--- src/rtl/uart_pkg.sv ---
// Shared UART definitions: receiver state codes, majority-sample tick positions and the
// data-length encoding. Receiver parity is built only when UART_RX_PARITY_EN is defined.
package uart_pkg;

   localparam logic [2:0] ST_IDLE  = 3'd0;
   localparam logic [2:0] ST_START = 3'd1;
   localparam logic [2:0] ST_DATA  = 3'd2;
   localparam logic [2:0] ST_PAR   = 3'd3;
   localparam logic [2:0] ST_STOP  = 3'd4;
   localparam logic [2:0] ST_WAIT  = 3'd5;

   // Three samples are taken at SAMPLE_BASE, +1 and +2; the vote happens on the last one.
   localparam int SAMPLE_BASE     = 7;
   localparam int SAMPLE_VOTE_OFS = 2;

   localparam logic LEN_8 = 1'b0;
   localparam logic LEN_7 = 1'b1;

   typedef struct packed {
      logic [7:0] data;
      logic       fe;
      logic       brk;
   } rx_frame_t;

   function automatic logic maj3(input logic a, input logic b, input logic c);
      return (a & b) | (a & c) | (b & c);
   endfunction

   function automatic logic [3:0] last_data_idx(input logic len);
      return (len == LEN_7) ? 4'd6 : 4'd7;
   endfunction

   function automatic logic [2:0] state_after_data(input logic par_en);
      return par_en ? ST_PAR : ST_STOP;
   endfunction

endpackage

--- src/rtl/uart_rx_sync.sv ---
// RxD synchronizer chain plus 3-sample majority filter for the UART receiver
// (shared by both builds, with or without UART_RX_PARITY_EN).
module uart_rx_sync
   import uart_pkg::*;
#(
   parameter int pSyncStages = 2,
   parameter int pSampleBase = SAMPLE_BASE
)
(
   input  logic       clk,
   input  logic       rst,
   input  logic       ce_16x,
   input  logic       rxd,
   input  logic [3:0] phase,
   output logic       rx_sync,
   output logic       smp_vld,
   output logic       smp_bit
);

   localparam logic [3:0] TickA = 4'(pSampleBase);
   localparam logic [3:0] TickB = 4'(pSampleBase + 1);
   localparam logic [3:0] TickV = 4'(pSampleBase + SAMPLE_VOTE_OFS);

   logic [pSyncStages-1:0] sync_p;
   logic                   smp_p0;
   logic                   smp_p1;

   // Chain presets to idle-high so a reset never looks like a start edge.
   always_ff @(posedge clk) begin
      if (rst) begin
         sync_p <= '1;
      end else begin
         sync_p <= {sync_p[pSyncStages-2:0], rxd};
      end
   end

   assign rx_sync = sync_p[pSyncStages-1];

   always_ff @(posedge clk) begin
      if (ce_16x && (phase == TickA)) smp_p0 <= rx_sync;
      if (ce_16x && (phase == TickB)) smp_p1 <= rx_sync;
   end

   assign smp_vld = ce_16x && (phase == TickV);
   assign smp_bit = maj3(smp_p0, smp_p1, rx_sync);

endmodule

--- src/rtl/uart_rx_sm.sv ---
// UART receiver: 16x oversampled, 7/8 data bits, one-deep holding register with read handshake.
// Define UART_RX_PARITY_EN to add the ParEn/ParOdd inputs, the PE flag and the PAR state.
module uart_rx_sm
   import uart_pkg::*;
#(
   parameter int pSyncStages = 2,
   parameter int pSampleBase = SAMPLE_BASE
)
(
   input  logic       Clk,
   input  logic       Rst,
   input  logic       CE_16x,
   input  logic       RxD,
   input  logic       Len,
   input  logic       RdEn,
`ifdef UART_RX_PARITY_EN
   input  logic       ParEn,
   input  logic       ParOdd,
   output logic       PE,
`endif
   output logic [7:0] RxData,
   output logic       RxRdy,
   output logic       FE,
   output logic       OE,
   output logic       Brk,
   output logic       RxIdle
);

   logic [2:0] state;
   logic [3:0] phase;
   logic [3:0] bit_cnt;
   logic       len_q;
   logic [7:0] shreg;
   logic       rx_sync;
   logic       smp_vld;
   logic       smp_bit;
   logic       xfer;
   logic       load;
   logic       ovr;
   logic       pop;
   rx_frame_t  frame;
`ifdef UART_RX_PARITY_EN
   logic       par_q;
   logic       odd_q;
   logic       par_bit;
   logic       par_err;
`endif

   uart_rx_sync #(
      .pSyncStages (pSyncStages),
      .pSampleBase (pSampleBase)
   ) u_sync (
      .clk     (Clk),
      .rst     (Rst),
      .ce_16x  (CE_16x),
      .rxd     (RxD),
      .phase   (phase),
      .rx_sync (rx_sync),
      .smp_vld (smp_vld),
      .smp_bit (smp_bit)
   );

   // The detect tick itself counts as phase 0, so the register holds 1 on the tick after.
   always_ff @(posedge Clk) begin
      if (Rst) begin
         state   <= ST_IDLE;
         phase   <= 4'd0;
         bit_cnt <= 4'd0;
         len_q   <= LEN_8;
`ifdef UART_RX_PARITY_EN
         par_q   <= 1'b0;
         odd_q   <= 1'b0;
`endif
      end else if (CE_16x) begin
         phase <= phase + 4'd1;
         case (state)
            ST_IDLE: begin
               phase <= 4'd0;
               if (!rx_sync) begin
                  state <= ST_START;
                  phase <= 4'd1;
               end
            end
            ST_START: begin
               if (smp_vld) begin
                  if (!smp_bit) begin
                     state   <= ST_DATA;
                     bit_cnt <= 4'd0;
                     len_q   <= Len;
`ifdef UART_RX_PARITY_EN
                     par_q   <= ParEn;
                     odd_q   <= ParOdd;
`endif
                  end else begin
                     state <= ST_IDLE;
                  end
               end
            end
            ST_DATA: begin
               if (smp_vld) begin
                  bit_cnt <= bit_cnt + 4'd1;
                  if (bit_cnt == last_data_idx(len_q)) begin
`ifdef UART_RX_PARITY_EN
                     state <= state_after_data(par_q);
`else
                     state <= state_after_data(1'b0);
`endif
                  end
               end
            end
`ifdef UART_RX_PARITY_EN
            ST_PAR: begin
               if (smp_vld) state <= ST_STOP;
            end
`endif
            ST_STOP: begin
               if (smp_vld) state <= smp_bit ? ST_IDLE : ST_WAIT;
            end
            ST_WAIT: begin
               if (rx_sync) state <= ST_IDLE;
            end
            default: state <= ST_IDLE;
         endcase
      end
   end

   always_ff @(posedge Clk) begin
      if (smp_vld && (state == ST_DATA)) shreg <= {smp_bit, shreg[7:1]};
`ifdef UART_RX_PARITY_EN
      if (smp_vld && (state == ST_PAR)) par_bit <= smp_bit;
`endif
   end

   // In 7-bit mode the last seven shifts sit in shreg[7:1].
   always_comb begin
      frame      = '0;
      frame.data = (len_q == LEN_7) ? {1'b0, shreg[7:1]} : shreg;
      frame.fe   = ~smp_bit;
`ifdef UART_RX_PARITY_EN
      par_err    = 1'b0;
      frame.brk  = frame.fe && (frame.data == 8'h00) && !(par_q && par_bit);
      par_err    = par_q && ((^frame.data ^ par_bit) != odd_q);
`else
      frame.brk  = frame.fe && (frame.data == 8'h00);
`endif
   end

   assign xfer = smp_vld && (state == ST_STOP);
   assign load = xfer && (!RxRdy || RdEn);
   assign ovr  = xfer && RxRdy && !RdEn;
   assign pop  = RdEn && RxRdy && !xfer;

   always_ff @(posedge Clk) begin
      if (Rst) begin
         RxData <= 8'h00;
         RxRdy  <= 1'b0;
         FE     <= 1'b0;
         OE     <= 1'b0;
         Brk    <= 1'b0;
      end else if (ovr) begin
         OE <= 1'b1;
      end else if (load) begin
         RxData <= frame.data;
         RxRdy  <= 1'b1;
         FE     <= frame.fe;
         Brk    <= frame.brk;
         OE     <= 1'b0;
      end else if (pop) begin
         RxRdy <= 1'b0;
         FE    <= 1'b0;
         OE    <= 1'b0;
         Brk   <= 1'b0;
      end
   end

`ifdef UART_RX_PARITY_EN
   always_ff @(posedge Clk) begin
      if (Rst) begin
         PE <= 1'b0;
      end else if (load) begin
         PE <= par_err;
      end else if (pop) begin
         PE <= 1'b0;
      end
   end
`endif

   assign RxIdle = (state == ST_IDLE);

endmodule
--- config.mk ---
export PLATFORM = sky130hd
export DESIGN_NAME = uart_rx_sm
export DESIGN_NICKNAME = d
export VERILOG_FILES = /design/src/rtl/uart_pkg.sv /design/src/rtl/uart_rx_sync.sv /design/src/rtl/uart_rx_sm.sv
export SDC_FILE = /design/constraint.sdc
export NUM_CORES = 1
export LEC_CHECK = 0
export CAP_MARGIN = 20
export CORE_MARGIN = 2
export CORE_UTILIZATION = 49
export CTS_CLUSTER_SIZE = 24
export DETAILED_ROUTE_END_ITERATION = 12
export PLACE_DENSITY = 0.74
export SYNTH_ARGS = -nofsm -noshare
export SYNTH_HDL_FRONTEND = slang
export SYNTH_SLANG_ARGS = --single-unit
export TNS_END_PERCENT = 30
--- constraint.sdc ---
create_clock -name Clk -period 1.99 [get_ports Clk]
set_input_delay 0.199 -clock Clk [delete_from_list [all_inputs] [get_ports Clk]]
set_output_delay 0.199 -clock Clk [all_outputs]
set_load 0.03 [all_outputs]
== Yosys cells after proc, flatten, opt, wreduce, memory -nomap -nowiden ==
Cells that the tools add are included.

* Register bits after elaboration: 36
* Bits in latches: 0
* Bits in writable memories: 0
* ROM bits: 0
* Input bits: 6
* Output and inout port bits: 13
* Word-level logic and storage cells: 85
* Memories: 0

* Add/subtract/negate cells: 2
* $mul: 0
* Divide/modulo/power cells: 0
* Magnitude comparators: 0
* Equality and inequality tests: 15
* Shift-type cells: 0
* Mux-type cells: 23
* Bitwise operators: 7
* Reductions and logical operators: 25

{| class="wikitable"
|+ Operators by type and width
! cell !! count
|-
| $mux 3 || 7
|-
| $mux 4 || 4
|-
| $pmux 3 s5 || 1
|-
| $ne 2x2->1 const B || 6
|-
| $logic_and 1x1->1 || 11
|-
| $add 4x1->4 const B || 2
|-
| $eq 4x4->1 const B || 2
|-
| $logic_not 8->1 || 1
|-
| $mux 1 || 8
|-
| $mux 8 || 1
|-
| $pmux 4 s2 || 1
|-
| $reduce_and 7->1 || 1
|-
| $eq 3x3->1 const B || 2
|-
| $reduce_and 5->1 || 1
|-
| $eq 4x3->1 || 1
|-
| $eq 4x3->1 const B || 1
|-
| $reduce_and 2->1 || 2
|-
| $reduce_and 4->1 || 1
|-
| $reduce_bool 2->1 || 2
|-
| $and 1x1->1 || 3
|-
| $eq 3x1->1 const B || 1
|-
| $eq 3x2->1 const B || 1
|-
| $logic_not 1->1 || 3
|-
| $logic_not 3->1 || 1
|-
| 6 further kinds || 8
|}

== Depth between registers and ports, before layout ==
* Word-level depth: 8
* Gate-level depth with buffers: 7
* Gate-level depth less buffers: 6

== Modules after synthesis ==
Synthesis repeated with hierarchy kept, for this count alone.

* Cell total of the unflattened synthesis: 152
* Area, all modules: 1,670.4 µm²

{| class="wikitable"
|+ Modules (own cells, without submodules)
! module !! times used !! cells each !! area an instance (µm²) !! sequential area each (µm²)
|-
| uart_rx_sm || 1 || 140 || 1,505.2 || 720.7
|-
| uart_rx_sync || 1 || 12 || 165.2 || 100.1
|}

== Worst setup path after synthesis ==
Ideal clock, no wire load.

* Kind: reg-to-reg
* Start point: register phase[0]
* End point: register bit_cnt[0]
* Setup time: 0.115 ns
* Arrival: 2.067 ns
* Data required time: 1.875 ns
* Slack: -0.192 ns
* Cell stages (with the launch flop): 6
* Buffers on the path: 0
* Clock period less this slack: 2.182 ns
* Cells stage by stage: dfxtp_1 ha_1 nand4b_1 nor3_1 nor3b_1 o21ba_1

* Word-level cells in the longest chain between the ends: 4
* Elaborated cells on any way between the ends: 5
* Those cells by class: eq/ne (3); reduce/logical (2)

{| class="wikitable"
|+ Ends and longest elaborated chain
! what !! line !! text
|-
| start, declared || uart_rx_sm.sv:30 || <nowiki>logic [3:0] phase;</nowiki>
|-
| start signal, assigned || uart_rx_sm.sv:75 || <nowiki>phase <= phase + 4'd1;</nowiki>
|-
| $eq 4x4->1 * || uart_rx_sync.sv:44 || <nowiki>assign smp_vld = ce_16x && (phase == TickV);</nowiki>
|-
| $logic_and 1x1->1 * || uart_rx_sync.sv:44 ||
|-
| $ne 2x2->1 (no source line) || n/a ||
|-
| $reduce_and 5->1 (no source line) * || n/a ||
|-
| end signal, assigned || uart_rx_sm.sv:101 || <nowiki>bit_cnt <= bit_cnt + 4'd1;</nowiki>
|-
| end, declared || uart_rx_sm.sv:31 || <nowiki>logic [3:0] bit_cnt;</nowiki>
|}

Every way passes the cells marked *; elsewhere a longest branch is shown, timed or not.
A chain may end at the register's enable or synchronous reset.

== Final worst setup path ==
* Start point: register state[0]
* End point: output port RxIdle

* Word-level cells in the longest chain between the ends: 1

{| class="wikitable"
|+ Ends and longest elaborated chain
! what !! line !! text
|-
| start, declared || uart_rx_sm.sv:29 || <nowiki>logic [2:0] state;</nowiki>
|-
| start signal, assigned || uart_rx_sm.sv:106 || <nowiki>state <= state_after_data(1'b0);</nowiki>
|-
| start signal, assigned || uart_rx_sm.sv:117 || <nowiki>if (smp_vld) state <= smp_bit ? ST_IDLE : ST_WAIT;</nowiki>
|-
| $logic_not 3->1 || uart_rx_sm.sv:188 || <nowiki>assign RxIdle = (state == ST_IDLE);</nowiki>
|-
| end, declared || uart_rx_sm.sv:26 || <nowiki>output logic RxIdle</nowiki>
|}

Every way passes these cells.

==> summary.md <==
| Metric | Value |
|---|---|
| Max-cap violations | `0` |
| Min cycle time layout | `about 1.8 ns` |
| Share of layout cells above drive strength 1 | `0.1493` |
| # port buffers | `18` |
| GR Util All Layers | `0.1988` |
| Register area | `820.8 µm²` |
| Vias per inst | `5.644` |
| Layout area overhead | `20.93%` |
| Clk buf depth | `2` |
| Final Util | `0.6175` |
| Max Fanout on Critical Path | `5` |
| Cells along the critical path | `nor2_1 > nand2_1 > inv_2 > dlygate4sd2_1` |
| Largest net degree at the start of global routing | `18` |
| Filler Cell Count | `271` |
| Worst path bufs/invs | `2` |
| Worst Hold Path EP | `u_sync.sync_p[1]$_SDFF_PP1_` |
| Slew @ Worst Pin | `0.5426 ns` |
| Req. time, crit path | `1.79 ns` |
| Final setup fails | `0` |
| Top-area cell type share of the netlist area | `0.3054` |
| Post-Synthesis Cells | `about 170` |
| Startpoint types | `flip-flop` |
| Final nets | `210` |
| FF-to-FF setup slack | `0.22 ns` |
| Top post-synthesis cells by area | `dfxtp_1 31%, edfxtp_1 18%, nor2_1 4.4%` |
| Power density over the cells | `642.7 nW/µm²` |
| Post-synth ARST share | `0` |
| Run status | `completed` |
| Setup Skew | `0.01631 ns` |
| Hold_ws | `0.4191 ns` |
| Worst path top cell family by delay | `buffers and inverters` |
| Yosys warns | `0` |
| Ant diodes | `0` |
| Initial Util | `0.5107` |
| Clock Latency Late Sink | `0.35 ns` |
| Cell variety after synth | `47` |
| Min-Delay Path Class | `flip-flop to flip-flop` |
| Core Rows | `21` |
| Die Width | `62.98 µm` |
| Area of the multi-input gates | `803.3 µm²` |
| Initial antenna violation count | `0` |
| Launching point of the worst reg2reg path | `phase[0]$_SDFFE_PP0P_` |
| Chip height | `62.98 µm` |
| Maximum VDD drop | `0.4271 mV` |
| Clk sinks | `36` |
| Hold Startpoint | `u_sync.sync_p[0]$_SDFF_PP1_` |
| Leading cell type by number of instances after synthesis | `dfxtp_1` |
| Crit path arrival time | `~1.6 ns` |
| Router iterations before antenna repair | `4` |
| Fin. max-slew vios | `0` |
| Die Area | `3966 µm²` |
| Via count | `1394` |
| Max Freq | `542.4 MHz` |
| Worst hold stages | `1` |
| Critical path start-end classification | `flip-flop to output pin` |
| CTS tree | `yes` |
| Worst-path clk slew | `0.11 ns` |
| Final TNS setup | `0 ns` |
| Net Count, Synth | `183` |
| Slew HR | `0.6372` |
| Worst R2R Path Depth | `5` |
| Sequential share of the synthesized area | `0.4816` |
| DR iter-0 viols | `between 100 and 150` |
| First-pass GRT wire length | `a little over 6 mm` |
| Period utilisation layout | `0.9265` |
| Core Area | `3337 µm²` |
| DR DRC count | `0` |
| WL/cell | `14.25 µm` |
| Leak pwr | `0.0007357 µW` |
| Synth Flop Type | `dfxtp_1` |
| IO Pins | `19` |
| Synth Register Bits | `36` |
| Wirelength, routed | `3.520 mm` |
| CTS Root Cell | `clkbuf_4` |
| Critical Path Slowest Stage Cell | `dlygate4sd2_1` |
| Remaining antenna violation count | `0` |
| Cell Area, Synth | `1704 µm²` |
| Post-CTS Setup Bufs | `0` |
| CTS Buf Count | `5` |
| Final Hold Vio Count | `0` |
| EDFF count, synth | `10` |
| Placed wire-length estimate | `2.523 mm` |
| Area leader, netlist | `dfxtp_1` |
| Vias in the first global route | `around 1400` |
| R2r endpoint | `bit_cnt[3]$_SDFFE_PP0P_` |
| Most common library cells after synthesis | `26 x dfxtp_1, 20 x nor2_1, 10 x edfxtp_1, 9 x a21oi_1, 9 x nand2_1` |
| Remaining global-route overflow | `0` |
| Max incr delay on CP | `0.40 ns` |
| Final GP Congestion | `~0.9` |
| RSZ-0062 raised after global routing | `no` |
| CTS H-tree lvls | `2` |
| CP Capture Type | `output pin` |
| Post-Syn Area per Cell | `9.850 µm²` |
cell type report:
cell class	count	share of cell area
Inverter	8	0.01457
Multi-Input combinational cell	119	0.3898
Timing Repair Buffer	30	0.1305
Clock inverter	3	0.02064
Clock buffer	5	0.01821
Tap cell	46	0.02793
Sequential cell	36	0.3983
flip-flops by register name, indices dropped and copies added (netlist names):
name	cells
OE	1
state	3
Brk	1
bit_cnt	4
u_sync.smp_p0	1
RxData	8
len_q	1
phase	4
u_sync.sync_p	2
u_sync.smp_p1	1
shreg	8
FE	1
RxRdy	1
power by group:
group / internal, µW / switching (µW)
Combinational: 25.4 / 33.1
Clock: 262 / 248
Sequential: 752 / 3.69
Total: 1040 / 285
placed cells by master, fill, tap and decap left out, types with 3 or more instances in the layout:
| cell type | n |
|---|---|
| a32oi_1 | 3 |
| nand2b_1 | 5 |
| mux2i_1 | 7 |
| and3_1 | 4 |
| buf_4 | 12 |
| edfxtp_1 | 10 |
| inv_1 | 7 |
| nand3_1 | 6 |
| ha_1 | 4 |
| nor3_1 | 6 |
| clkdlybuf4s50_1 | 17 |
| dfxtp_1 | 26 |
| a21oi_1 | 9 |
| clkbuf_4 | 5 |
| a211oi_1 | 6 |
| nor2_1 | 20 |
| nand2_1 | 9 |
| or2_2 | 3 |
| o21ai_0 | 3 |
worst reg2reg max path, cell delays in order (launching register included):
cell,delay (ns)
dfxtp_1,0.45
ha_1,0.21
and4b_1,0.25
nand2_1,0.12
or4_1,0.53
a21oi_1,0.16
timing repair:
item                                    CTS  global route
gates resized for setup                   1             0
endpoints found under the setup margin    1             0
hold buffers                              0             0
layer usage:
layer | track usage | share of wire | up-vias
met3 | 0.05045 | 0.067 | 8
met5 | 0 | 0 | -
met4 | 0.07222 | 0.014 | 0
met2 | 0.3138 | 0.47 | 61
met1 | 0.2626 | 0.45 | 642
li1 | - | - | 683
through the flow:
step,power [µW],std cells,instance area [µm²],setup WS [ns]
5_1_grt,1380,247,2061,0.03896
3_3_place_gp,828.7,239,1982,0.2283
4_1_cts,1336,247,2061,0.1713
6_report,1324,247,2061,0.1462
2_1_floorplan,807.1,173,1709,0.1023
3_5_place_dp,830.5,239,1982,0.1707
worst max path at each step:
stage	endpoint	slack (ns)	depth (start not counted)	startpoint
after floorplan	bit_cnt[0]$_SDFFE_PP0P_	0.10	5	phase[0]$_SDFFE_PP0P_
after global placement	bit_cnt[3]$_SDFFE_PP0P_	0.23	5	CE_16x
after detailed placement	bit_cnt[3]$_SDFFE_PP0P_	0.17	5	CE_16x
after CTS	RxIdle	0.17	4	state[1]$_SDFFE_PP0P_
after global routing	RxIdle	0.04	4	state[1]$_SDFFE_PP0P_
final	RxIdle	0.15	4	state[0]$_SDFFE_PP0P_
logic make-up after synthesis:
family | Yosys count | share of synthesized area
buf+inv | 18 | 0.04993
mux | 7 | 0.04112
fa+ha+maj | 5 | 0.03744
flops | 36 | 0.4816
xor+xnor | 3 | 0.01542
compound gates | 36 | 0.1476
simple gates | 68 | 0.2269
No activity file was read; power rests on OpenSTA's default activity.
